==> src/rtl/omp_pixel_sink_pkg.sv <==
// Shared constants and read-FSM encoding for the pixel sink and its helpers.
package omp_pixel_sink_pkg;

    localparam int PIX_PER_BLK = 64;
    localparam int PIX_ADDR_W  = 6;
    localparam int PIX_VAL_W   = 24;
    localparam int PIX_OUT_W   = 8;

    typedef enum logic [1:0] {
        R_IDLE    = 2'd0,
        R_FETCH   = 2'd1,
        R_STREAM  = 2'd2,
        R_RELEASE = 2'd3
    } rd_state_e;

endpackage

==> src/rtl/omp_pixel_sink_pixel_sat_round.sv <==
// Signed fixed-point coefficient to unsigned 8-bit pixel: round half-up, then clamp to 0..255.
module pixel_sat_round
    import omp_pixel_sink_pkg::*;
#(
    parameter int FRAC_BITS = 12
) (
    input  logic [PIX_VAL_W-1:0] v,
    output logic [PIX_OUT_W-1:0] pix
);

    // One extra bit of headroom so adding the half-LSB can never wrap.
    localparam logic signed [PIX_VAL_W:0] HALF    = 25'sd1 <<< (FRAC_BITS - 1);
    localparam logic signed [PIX_VAL_W:0] PIX_MAX = 25'sd255;
    localparam logic signed [PIX_VAL_W:0] ZERO    = 25'sd0;

    logic signed [PIX_VAL_W:0] v_ext;
    logic signed [PIX_VAL_W:0] sum;
    logic signed [PIX_VAL_W:0] t;

    always_comb begin
        v_ext = signed'({v[PIX_VAL_W-1], v});
        sum   = v_ext + HALF;
        t     = sum >>> FRAC_BITS;
        if (t < ZERO) begin
            pix = '0;
        end else if (t > PIX_MAX) begin
            pix = '1;
        end else begin
            pix = t[PIX_OUT_W-1:0];
        end
    end

endmodule

==> src/rtl/omp_pixel_sink.sv <==
// Ping-pong pixel block sink: collects 64 coefficients per bank, then drains them as 8-bit pixels.
module omp_pixel_sink
    import omp_pixel_sink_pkg::*;
#(
    parameter int FRAC_BITS = 12,
    parameter int CNT_W     = 16
) (
    input  logic                  clk,
    input  logic                  rst_n,
    input  logic [PIX_ADDR_W-1:0] pixel_addr,
    input  logic [PIX_VAL_W-1:0]  pixel_val,
    input  logic                  pixel_we,
    input  logic                  block_c_done,
    output logic                  sink_ready,
    output logic [PIX_OUT_W-1:0]  out_data,
    output logic                  out_valid,
    input  logic                  out_ready,
    output logic                  out_last,
    output logic [CNT_W-1:0]      out_blk_cnt,
    output logic                  overflow,
    output logic [1:0]            rd_state_dbg
);

    // Output handshake: a pixel transfers on any rising edge where out_valid && out_ready;
    // while out_valid && !out_ready, out_data/out_last/out_valid do not change.

    localparam logic [PIX_ADDR_W-1:0] LAST_PIX = PIX_ADDR_W'(PIX_PER_BLK - 1);

    logic [PIX_VAL_W-1:0]  mem [0:2*PIX_PER_BLK-1];
    logic [PIX_VAL_W-1:0]  rdata;
    logic [PIX_OUT_W-1:0]  conv_pix;
    logic [1:0]            bank_full, bank_full_nxt;
    logic                  wr_sel, rd_sel;
    rd_state_e             rd_state, rd_state_nxt;
    logic [PIX_ADDR_W-1:0] rd_ptr, rd_ptr_nxt;
    logic                  wr_free, wr_ok, done_ok, fetch, release_blk, hs, last_pix;

    assign wr_free      = ~bank_full[wr_sel];
    assign wr_ok        = pixel_we & wr_free;
    assign done_ok      = block_c_done & wr_free;
    assign sink_ready   = wr_free;
    assign fetch        = (rd_state == R_FETCH);
    assign release_blk  = (rd_state == R_RELEASE);
    assign out_valid    = (rd_state == R_STREAM);
    assign hs           = out_valid & out_ready;
    assign last_pix     = (rd_ptr == LAST_PIX);
    assign out_last     = out_valid & last_pix;
    assign out_data     = out_valid ? conv_pix : '0;
    assign rd_state_dbg = rd_state;

    // Simple-dual-port RAM: bank select is the address MSB; contents are never reset.
    always_ff @(posedge clk) begin
        if (wr_ok) begin
            mem[{wr_sel, pixel_addr}] <= pixel_val;
        end
        if (fetch) begin
            rdata <= mem[{rd_sel, rd_ptr}];
        end
    end

    pixel_sat_round #(.FRAC_BITS(FRAC_BITS)) u_conv (
        .v   (rdata),
        .pix (conv_pix)
    );

    always_comb begin
        rd_state_nxt = rd_state;
        rd_ptr_nxt   = rd_ptr;
        case (rd_state)
            R_IDLE: begin
                if (bank_full[rd_sel]) begin
                    rd_state_nxt = R_FETCH;
                    rd_ptr_nxt   = '0;
                end
            end
            R_FETCH:  rd_state_nxt = R_STREAM;
            R_STREAM: begin
                if (hs) begin
                    if (last_pix) begin
                        rd_state_nxt = R_RELEASE;
                    end else begin
                        rd_state_nxt = R_FETCH;
                        rd_ptr_nxt   = rd_ptr + 1'b1;
                    end
                end
            end
            R_RELEASE: rd_state_nxt = R_IDLE;
            default:   rd_state_nxt = R_IDLE;
        endcase
    end

    // Set (write side) and clear (read side) always address different banks, so both apply.
    always_comb begin
        bank_full_nxt = bank_full;
        if (release_blk) begin
            bank_full_nxt[rd_sel] = 1'b0;
        end
        if (done_ok) begin
            bank_full_nxt[wr_sel] = 1'b1;
        end
    end

    always_ff @(posedge clk or negedge rst_n) begin
        if (!rst_n) begin
            rd_state    <= R_IDLE;
            rd_ptr      <= '0;
            bank_full   <= '0;
            wr_sel      <= 1'b0;
            rd_sel      <= 1'b0;
            overflow    <= 1'b0;
            out_blk_cnt <= '0;
        end else begin
            rd_state  <= rd_state_nxt;
            rd_ptr    <= rd_ptr_nxt;
            bank_full <= bank_full_nxt;
            if (done_ok) begin
                wr_sel <= ~wr_sel;
            end
            if (release_blk) begin
                rd_sel      <= ~rd_sel;
                out_blk_cnt <= out_blk_cnt + 1'b1;
            end
            if ((pixel_we | block_c_done) & ~wr_free) begin
                overflow <= 1'b1;
            end
        end
    end

endmodule

==> config.mk <==
export PLATFORM = sky130hd
export DESIGN_NAME = omp_pixel_sink
export DESIGN_NICKNAME = d
export VERILOG_FILES = /design/src/rtl/omp_pixel_sink_pkg.sv /design/src/rtl/omp_pixel_sink_pixel_sat_round.sv /design/src/rtl/omp_pixel_sink.sv
export SDC_FILE = /design/constraint.sdc
export NUM_CORES = 2
export LEC_CHECK = 0
export CAP_MARGIN = 20
export CORE_MARGIN = 10
export CORE_UTILIZATION = 55
export CTS_BUF_LIST = sky130_fd_sc_hd__clkbuf_8
export CTS_CLUSTER_DIAMETER = 120
export DETAILED_ROUTE_END_ITERATION = 16
export GPL_TIMING_DRIVEN = 1
export PLACE_DENSITY = 0.73
export SLEW_MARGIN = 10
export SYNTH_ARGS = -nofsm -noshare
export SYNTH_HDL_FRONTEND = slang
export SYNTH_SLANG_ARGS = --single-unit
==> constraint.sdc <==
create_clock -name clk -period 2.6 [get_ports clk]
set_input_delay 0.52 -clock clk [delete_from_list [all_inputs] [get_ports clk]]
set_output_delay 0.52 -clock clk [all_outputs]
set_load 0.02 [all_outputs]
---- Word level (Yosys, flattened, before mapping) ----
Memories as Yosys holds them, arrays and structs flattened. A register that Yosys moved wholly into a read port is not among the register bits.
Index checks and enable logic that the tools add are counted.
operators by class
  equality and inequality tests ........... 7
  mux-type cells .......................... 23
  $lt $le $gt $ge ......................... 6
  bitwise operators ....................... 12
  add/subtract/negate cells ............... 3
  reductions and logical operators ........ 6
operators by type and width
  kind                                                                               number
  24-bit by 13-bit adder with 25-bit output (second input constant)                  1
  8-bit 2-to-1 mux                                                                   3
  6-bit 2-to-1 mux                                                                   3
  16-bit by 1-bit adder with 16-bit output (second input constant)                   1
  13-bit by 9-bit greater-than comparator with 1-bit output (second input constant)  1
  13-bit by 1-bit less-than comparator with 1-bit output (second input constant)     1
  6-bit case mux with 2 select lines                                                 1
  2-bit 2-to-1 mux                                                                   5
  1-bit 2-to-1 mux                                                                   8
  2-bit case mux with 4 select lines                                                 1
  6-bit by 1-bit adder with 6-bit output (second input constant)                     1
  6-bit == test (second input constant)                                              1
  1-bit AND                                                                          5
  2-bit == test (second input constant)                                              2
  1-bit by 2-bit less-than comparator with 1-bit output (second input constant)      2
  2-bit inequality test (second input constant)                                      2
  4-bit AND reduction                                                                1
  1-bit NOT                                                                          3
  2-bit AND                                                                          1
  1-bit demux with 1-bit select                                                      2
  2-bit by 1-bit == test with 1-bit output (second input constant)                   1
  1-bit greater-or-equal comparator (second input constant)                          2
  1-bit logical AND                                                                  2
  2-bit logical NOT                                                                  1
  6 further kinds                                                                    6
word-level totals
  input bits .............................. 35
  register bits ........................... 29
  memories kept ........................... 1
  word-level logic and storage cells ...... 65
  bits in writable memories ............... 3072
  output and inout bits ................... 30
memories
  memory  depth  width  read ports  clocked after Yosys merged registers in  wr ports  RTL line              source
  mem     128    24     1           1                                        1         omp_pixel_sink.sv:29  logic [PIX_VAL_W-1:0] mem [0:2*PIX_PER_BLK-1];

---- Depth between registers and ports, before layout ----
  depth in word-level cells ............... 9
  mapped depth ............................ 11
  gate-level depth less buffers ........... 7

---- Modules after synthesis ----
Synthesis repeated with hierarchy kept, for this count alone.
second synthesis, totals
  cells, all modules ...................... 5648
  area, all modules ....................... 121327.6 um2
modules (own cells, without submodules)
  module           times used  cells an instance  seq. area each (um2)  area each (um2)
  omp_pixel_sink   1           5603               93694.9               121028.6
  pixel_sat_round  1           45                 0.0                   299.0

---- Worst setup path after synthesis ----
OpenSTA, ideal clock, no wires.
  kind .................................... reg2reg
  start ................................... register bank_full[1]
  end ..................................... memory mem[108][11], enable pin
  clock period less this slack ............ 2607 ps
  stages on the path, launching flop included .. 7
  slack ................................... -7 ps
  data required time ...................... 2218 ps
  setup time .............................. 382 ps
  buffers on the path ..................... 1
  arrival time ............................ 2225 ps
  cell sequence ........................... dfrtp_1 -> mux2i_1 -> nand2_1 -> nor2_1 -> nand3b_1 -> clkbuf_1 -> nor2_1
on the way
  longest elaborated chain between the ends .. 6
ends and longest elaborated chain
  item                                                 RTL line               source
  start, declared                                      omp_pixel_sink.sv:32   logic [1:0] bank_full, bank_full_nxt;
  start signal, assigned                               omp_pixel_sink.sv:115  bank_full <= bank_full_nxt;
  1-bit 2-to-1 mux (implied by the code) (2 in a row)  omp_pixel_sink.sv:38   assign wr_free = ~bank_full[wr_sel];
  1-bit NOT                                            omp_pixel_sink.sv:38
  net sink_ready                                       omp_pixel_sink.sv:14   output logic sink_ready,
  1-bit AND                                            omp_pixel_sink.sv:39   assign wr_ok = pixel_we & wr_free;
  1-bit 2-to-1 mux                                     omp_pixel_sink.sv:53   if (wr_ok) begin
  1-bit 2-to-1 mux (implied by the code)               omp_pixel_sink.sv:54   mem[{wr_sel, pixel_addr}] <= pixel_val;
  end, declared                                        omp_pixel_sink.sv:29
The timed path passes the listed nets, and every way through them passes these cells. The select of a mux whose other input is x is not followed.

---- Worst setup path after layout ----
  start ................................... register rdata[17], read port of mem
  end ..................................... output out_data[1]
on the way
  longest elaborated chain between the ends .. 5
  elaborated cells on any way between the ends .. 6
  classes of those cells .................. add/sub: 1; order compare: 2; mux: 3
ends and longest elaborated chain
  item                                                       RTL line                              source
  start, declared                                            omp_pixel_sink.sv:30                  logic [PIX_VAL_W-1:0] rdata;
  24-bit by 13-bit adder with 25-bit output (*)              omp_pixel_sink_pixel_sat_round.sv:22  sum = v_ext + HALF;
  13-bit by 9-bit greater-than comparator with 1-bit output  omp_pixel_sink_pixel_sat_round.sv:26  end else if (t > PIX_MAX) begin
  8-bit 2-to-1 mux                                           omp_pixel_sink_pixel_sat_round.sv:26
  8-bit 2-to-1 mux (*)                                       omp_pixel_sink_pixel_sat_round.sv:24  if (t < ZERO) begin
  8-bit 2-to-1 mux (*)                                       omp_pixel_sink.sv:48                  assign out_data = out_valid ? conv_pix : '0;
  end, declared                                              omp_pixel_sink.sv:15                  output logic [PIX_OUT_W-1:0] out_data,
Mark *: on every way between the ends. The rest lies on a longest branch, timed or not.

==> results.cfg <==
[sta]
hold_violations = 0
finalCriticalPeriod_ns = 3.48
unrepaired_setup_endpoints_after_global_routing = true
fin_crit_sh_pct = 134
worst_hold_slack_ns = 0.0501
final_worst_setup_slack_ns = -0.878
setup_violations = 19
slew_violations = 0
fin_skew_ns = 0.0721
achievable-frequency_ghz = 0.287
max_slew_margin_pct = 38.9
timing_worst_slew_pin_value_ns = 0.916

[drt]
detail_route.vias_per_cell = 6.16
vias = 38200
detail_route.iter0.violations = 4981
drt_pass1_iterations = 6
antenna_left = 0
post_drt_wl_per_cell_um = 28.6
wirelength_mm = 177
wl_met1_mm = 65.5
dr_wl_met3_mm = 20.8
routed-wl-met2_mm = 83.2
post-route-drc-count = 0
dr.max_layer_used = met5

[logic_synthesis]
synth-seq-cells = 1706
synth_flop_cell = sky130_fd_sc_hd__edfxtp_1
synth-edff-count = 1677
postSynth.asyncResetShare_pct = 1.70
mappedNetlistNets = 3682
syn_inst = 3643
synth_top_area_cell = sky130_fd_sc_hd__edfxtp_1
netlist_top_cells_area = sky130_fd_sc_hd__edfxtp_1 (76%), sky130_fd_sc_hd__mux4_2 (7.2%), sky130_fd_sc_hd__mux2i_1 (6.1%)
netlist-cell-type-count = 54
netlist.area_leader.share_pct = 75.6
synthesis.area_sq_um = 66600
ys.warnings.count = 0
avgSynthCellArea_sq_um = 18.3
yosysSeqAreaShare_pct = 76.7

[global_routing]
groute.usage.overall_pct = 25.6
grt_start_max_net_pins = 81
grt_first_pass_wirelength_mm = 255
grt_antenna_before_repair = 5
gr-total-overflow = 0
grt_pass1_vias = 38000

[critical_path]
crit_required_ns = 2.08
regToRegSetupSlack_ns = -0.16
start_of_the_worst_register_to_register_path = rd_ptr[0]
timing.critical_path.arrival_ns = 2.96
rr_worst_depth = 10
crit_type = flop to primary output
worst_setup_path_end_kind = primary output
crit_path_start_kind = flop
timing.rr.end = rdata[22]
critical_path.max_fanout = 6

[place]
post-place-ws_ns = -0.732
routabilityCongestion = 0.927
dp_hpwl_mm = 108
port_buf_inserts = 53

[min_path]
hold_start = pixel_val[18]
min_path_type = input port to flop
whs_endpoint = mem[42][18]
hold-path-cell-count = 1

[power]
power.density_cell_area_nw_per_um2 = 789
leakagePower_nw = 26.7
ir_drop_mv = 0.800
power.net_switching_mw = 17.1
power.share.combinational_pct = 19.5
p_int_mw = 47.1
swShare_pct = 26.7
clock_power_share_pct = 32.7
power_frac_seq_pct = 47.8

[final_layout]
n_fill_cell = 7471
flow.area_growth_from_synthesis_pct = 22.3
post_route_cells_drive_above_1_share_pct = 31.5
register_area_sq_um = 51100
final_net_count = 4443
multi_input_comb_area_sq_um = 15900

[status]
failing_checks = negative setup slack
status = complete, but fails checks

[clocking]
cts_sinks = 1706
clock_root_buffer = sky130_fd_sc_hd__clkbuf_8
cts_buffers = 284
tritoncts = done
ctsLongestPathBuffers = 4
cts.reportedPaths.clkPinSlew_ns = 0.06
cts_htree_levels = 5
worstSkewPairLatency_ns = 1.00

[floorplan]
floorplan.io_pins = 65
fp.dieArea_sq_um = 135000
placement_rows = 127
die_w_um = 368
initial_utilization_pct = 55.5
die-height_um = 368
floorplan.core_area_sq_um = 120000

[flow_run]
max_cap_viol = 0
-- cells in the final DEF (no fill, tap or decap), types with 34 or more instances in the layout --
cell                       count
sky130_fd_sc_hd__nor3_2       51
sky130_fd_sc_hd__o22ai_1      40
sky130_fd_sc_hd__nand2_1     204
sky130_fd_sc_hd__inv_1        80
sky130_fd_sc_hd__nor2_1      231
sky130_fd_sc_hd__o21ai_0     102
sky130_fd_sc_hd__buf_4       435
sky130_fd_sc_hd__nor3_1       44
sky130_fd_sc_hd__mux4_2      216
sky130_fd_sc_hd__clkbuf_8    289
sky130_fd_sc_hd__buf_12      123
sky130_fd_sc_hd__o22ai_2      50
sky130_fd_sc_hd__nand4_1      41
sky130_fd_sc_hd__mux2i_1     394
sky130_fd_sc_hd__o21ai_1      42
sky130_fd_sc_hd__nand3_2      39
sky130_fd_sc_hd__clkinv_1     68
sky130_fd_sc_hd__nand3_1      75
sky130_fd_sc_hd__edfxtp_1   1677
sky130_fd_sc_hd__buf_6        34
-- per-stage QoR --
step / area, sq um / utilization [%] / instances / TNS (ns) / power (mW)
floorplan: 66600 / - / 3643 / -1.67 / 37.5
global placement: 73500 / 61.2 / 5637 / -5.59 / 41.8
detailed placement: 73500 / 61.2 / 5637 / -8.24 / 41.9
CTS: 80000 / 66.6 / 6162 / -7.61 / 63.6
global route: 81500 / 67.8 / 6202 / -9.05 / 66.3
finish: 81500 / 67.8 / 6204 / -7.80 / 64.3
-- critical path, cell delays in order, from the launching register on --
cell	delay (ns)
sky130_fd_sc_hd__edfxtp_1	0.35
sky130_fd_sc_hd__nand4_1	0.20
sky130_fd_sc_hd__nor3_4	0.27
sky130_fd_sc_hd__mux2_4	0.32
sky130_fd_sc_hd__o21ai_2	0.13
sky130_fd_sc_hd__nor3b_4	0.25
sky130_fd_sc_hd__buf_6	0.21
sky130_fd_sc_hd__a21oi_2	0.09
sky130_fd_sc_hd__buf_6	0.13
-- synth_stat cells, types with 4 or more instances --
master	number
sky130_fd_sc_hd__mux2i_1	404
sky130_fd_sc_hd__a2111oi_0	4
sky130_fd_sc_hd__nand3b_1	6
sky130_fd_sc_hd__nor2_1	245
sky130_fd_sc_hd__o21ai_0	133
sky130_fd_sc_hd__o21ai_1	17
sky130_fd_sc_hd__dfrtp_1	29
sky130_fd_sc_hd__ha_1	4
sky130_fd_sc_hd__buf_6	14
sky130_fd_sc_hd__nand3_1	120
sky130_fd_sc_hd__buf_1	10
sky130_fd_sc_hd__mux4_2	214
sky130_fd_sc_hd__xnor2_1	19
sky130_fd_sc_hd__o22ai_1	99
sky130_fd_sc_hd__buf_4	38
sky130_fd_sc_hd__a31oi_1	24
sky130_fd_sc_hd__a21oi_1	14
sky130_fd_sc_hd__nand2_1	230
sky130_fd_sc_hd__and3_1	4
sky130_fd_sc_hd__clkbuf_1	73
sky130_fd_sc_hd__buf_2	58
sky130_fd_sc_hd__inv_1	8
sky130_fd_sc_hd__edfxtp_1	1677
sky130_fd_sc_hd__xor2_1	9
sky130_fd_sc_hd__nor3_1	98
sky130_fd_sc_hd__nand4_1	41
sky130_fd_sc_hd__nor2b_1	10
-- per-layer routing --
| layer | global-route usage (%) | vias to the layer above |
|---|---|---|
| met5 | 0 | - |
| met4 | 11.5 | 2 |
| met3 | 6.51 | 402 |
| met2 | 38.9 | 2319 |
| met1 | 35.0 | 19400 |
| li1 | - | 16100 |
-- flip-flops by register name (all words and copies together), names as in the netlist --
signal        cells
out_blk_cnt      16
overflow          1
rd_ptr            6
rdata            13
mem            1664
rd_state_dbg      2
rd_sel            1
bank_full         2
wr_sel            1
-- layout make-up --
cell class / instances / share of cell area [%]
multi-input combinational: 1732 / 19.5
tap: 1612 / 2.48
clock buffer: 289 / 4.88
sequential: 1706 / 62.7
timing repair buffer: 671 / 9.24
clock inverter: 182 / 1.11
antenna: 3 / 0.00921
inverter: 9 / 0.0491
-- cells by family (layout without fill, tap and decap cells) --
logic type / after synthesis / after routing / synth area share [%]
flops: 1706 / 1706 / 76.7
mux: 624 / 624 / 13.5
simple gates: 769 / 769 / 5.07
xor+xnor: 28 / 28 / 0.368
compound gates: 307 / 307 / 2.66
other cells: 0 / 3 / 0
fa+ha+maj: 4 / 4 / 0.0751
buf+inv: 205 / 1151 / 1.69
-- power groups by stage --
stage | Clock (mW) | Combinational [mW] | Sequential (mW)
after floorplan | 0 | 6.15 | 31.3
after global placement | 0 | 10.5 | 31.3
after detailed placement | 0 | 10.6 | 31.3
after CTS | 21.2 | 11.7 | 30.7
after global routing | 22.5 | 13.1 | 30.7
final | 21.0 | 12.6 | 30.7
-- repair_timing --
item / in CTS / in global routing
resized for setup: 231 / 243
hold buffers: 5 / 0
setup endpoints to repair: 32 / 23
pin swaps: 57 / 82
cloned: 15 / 6
buffers inserted: 40 / 38
hold endpoints to repair: 95 / 0
-- worst max-delay path by stage --
| stage | startpoint | to | slack [ns] | depth (start not counted) |
|---|---|---|---|---|
| finish | rdata[17] | out_data[1] | -0.88 | 8 |
| global route | rdata[11] | out_data[4] | -0.99 | 9 |
| CTS | rdata[12] | out_data[5] | -0.90 | 9 |
| detailed placement | rdata[11] | out_data[7] | -0.73 | 9 |
| global placement | rdata[11] | out_data[7] | -0.73 | 9 |
| floorplan | bank_full[1] | mem[108][11] | -0.007 | 6 |
Note: power is estimated with default switching activity, not from simulation.
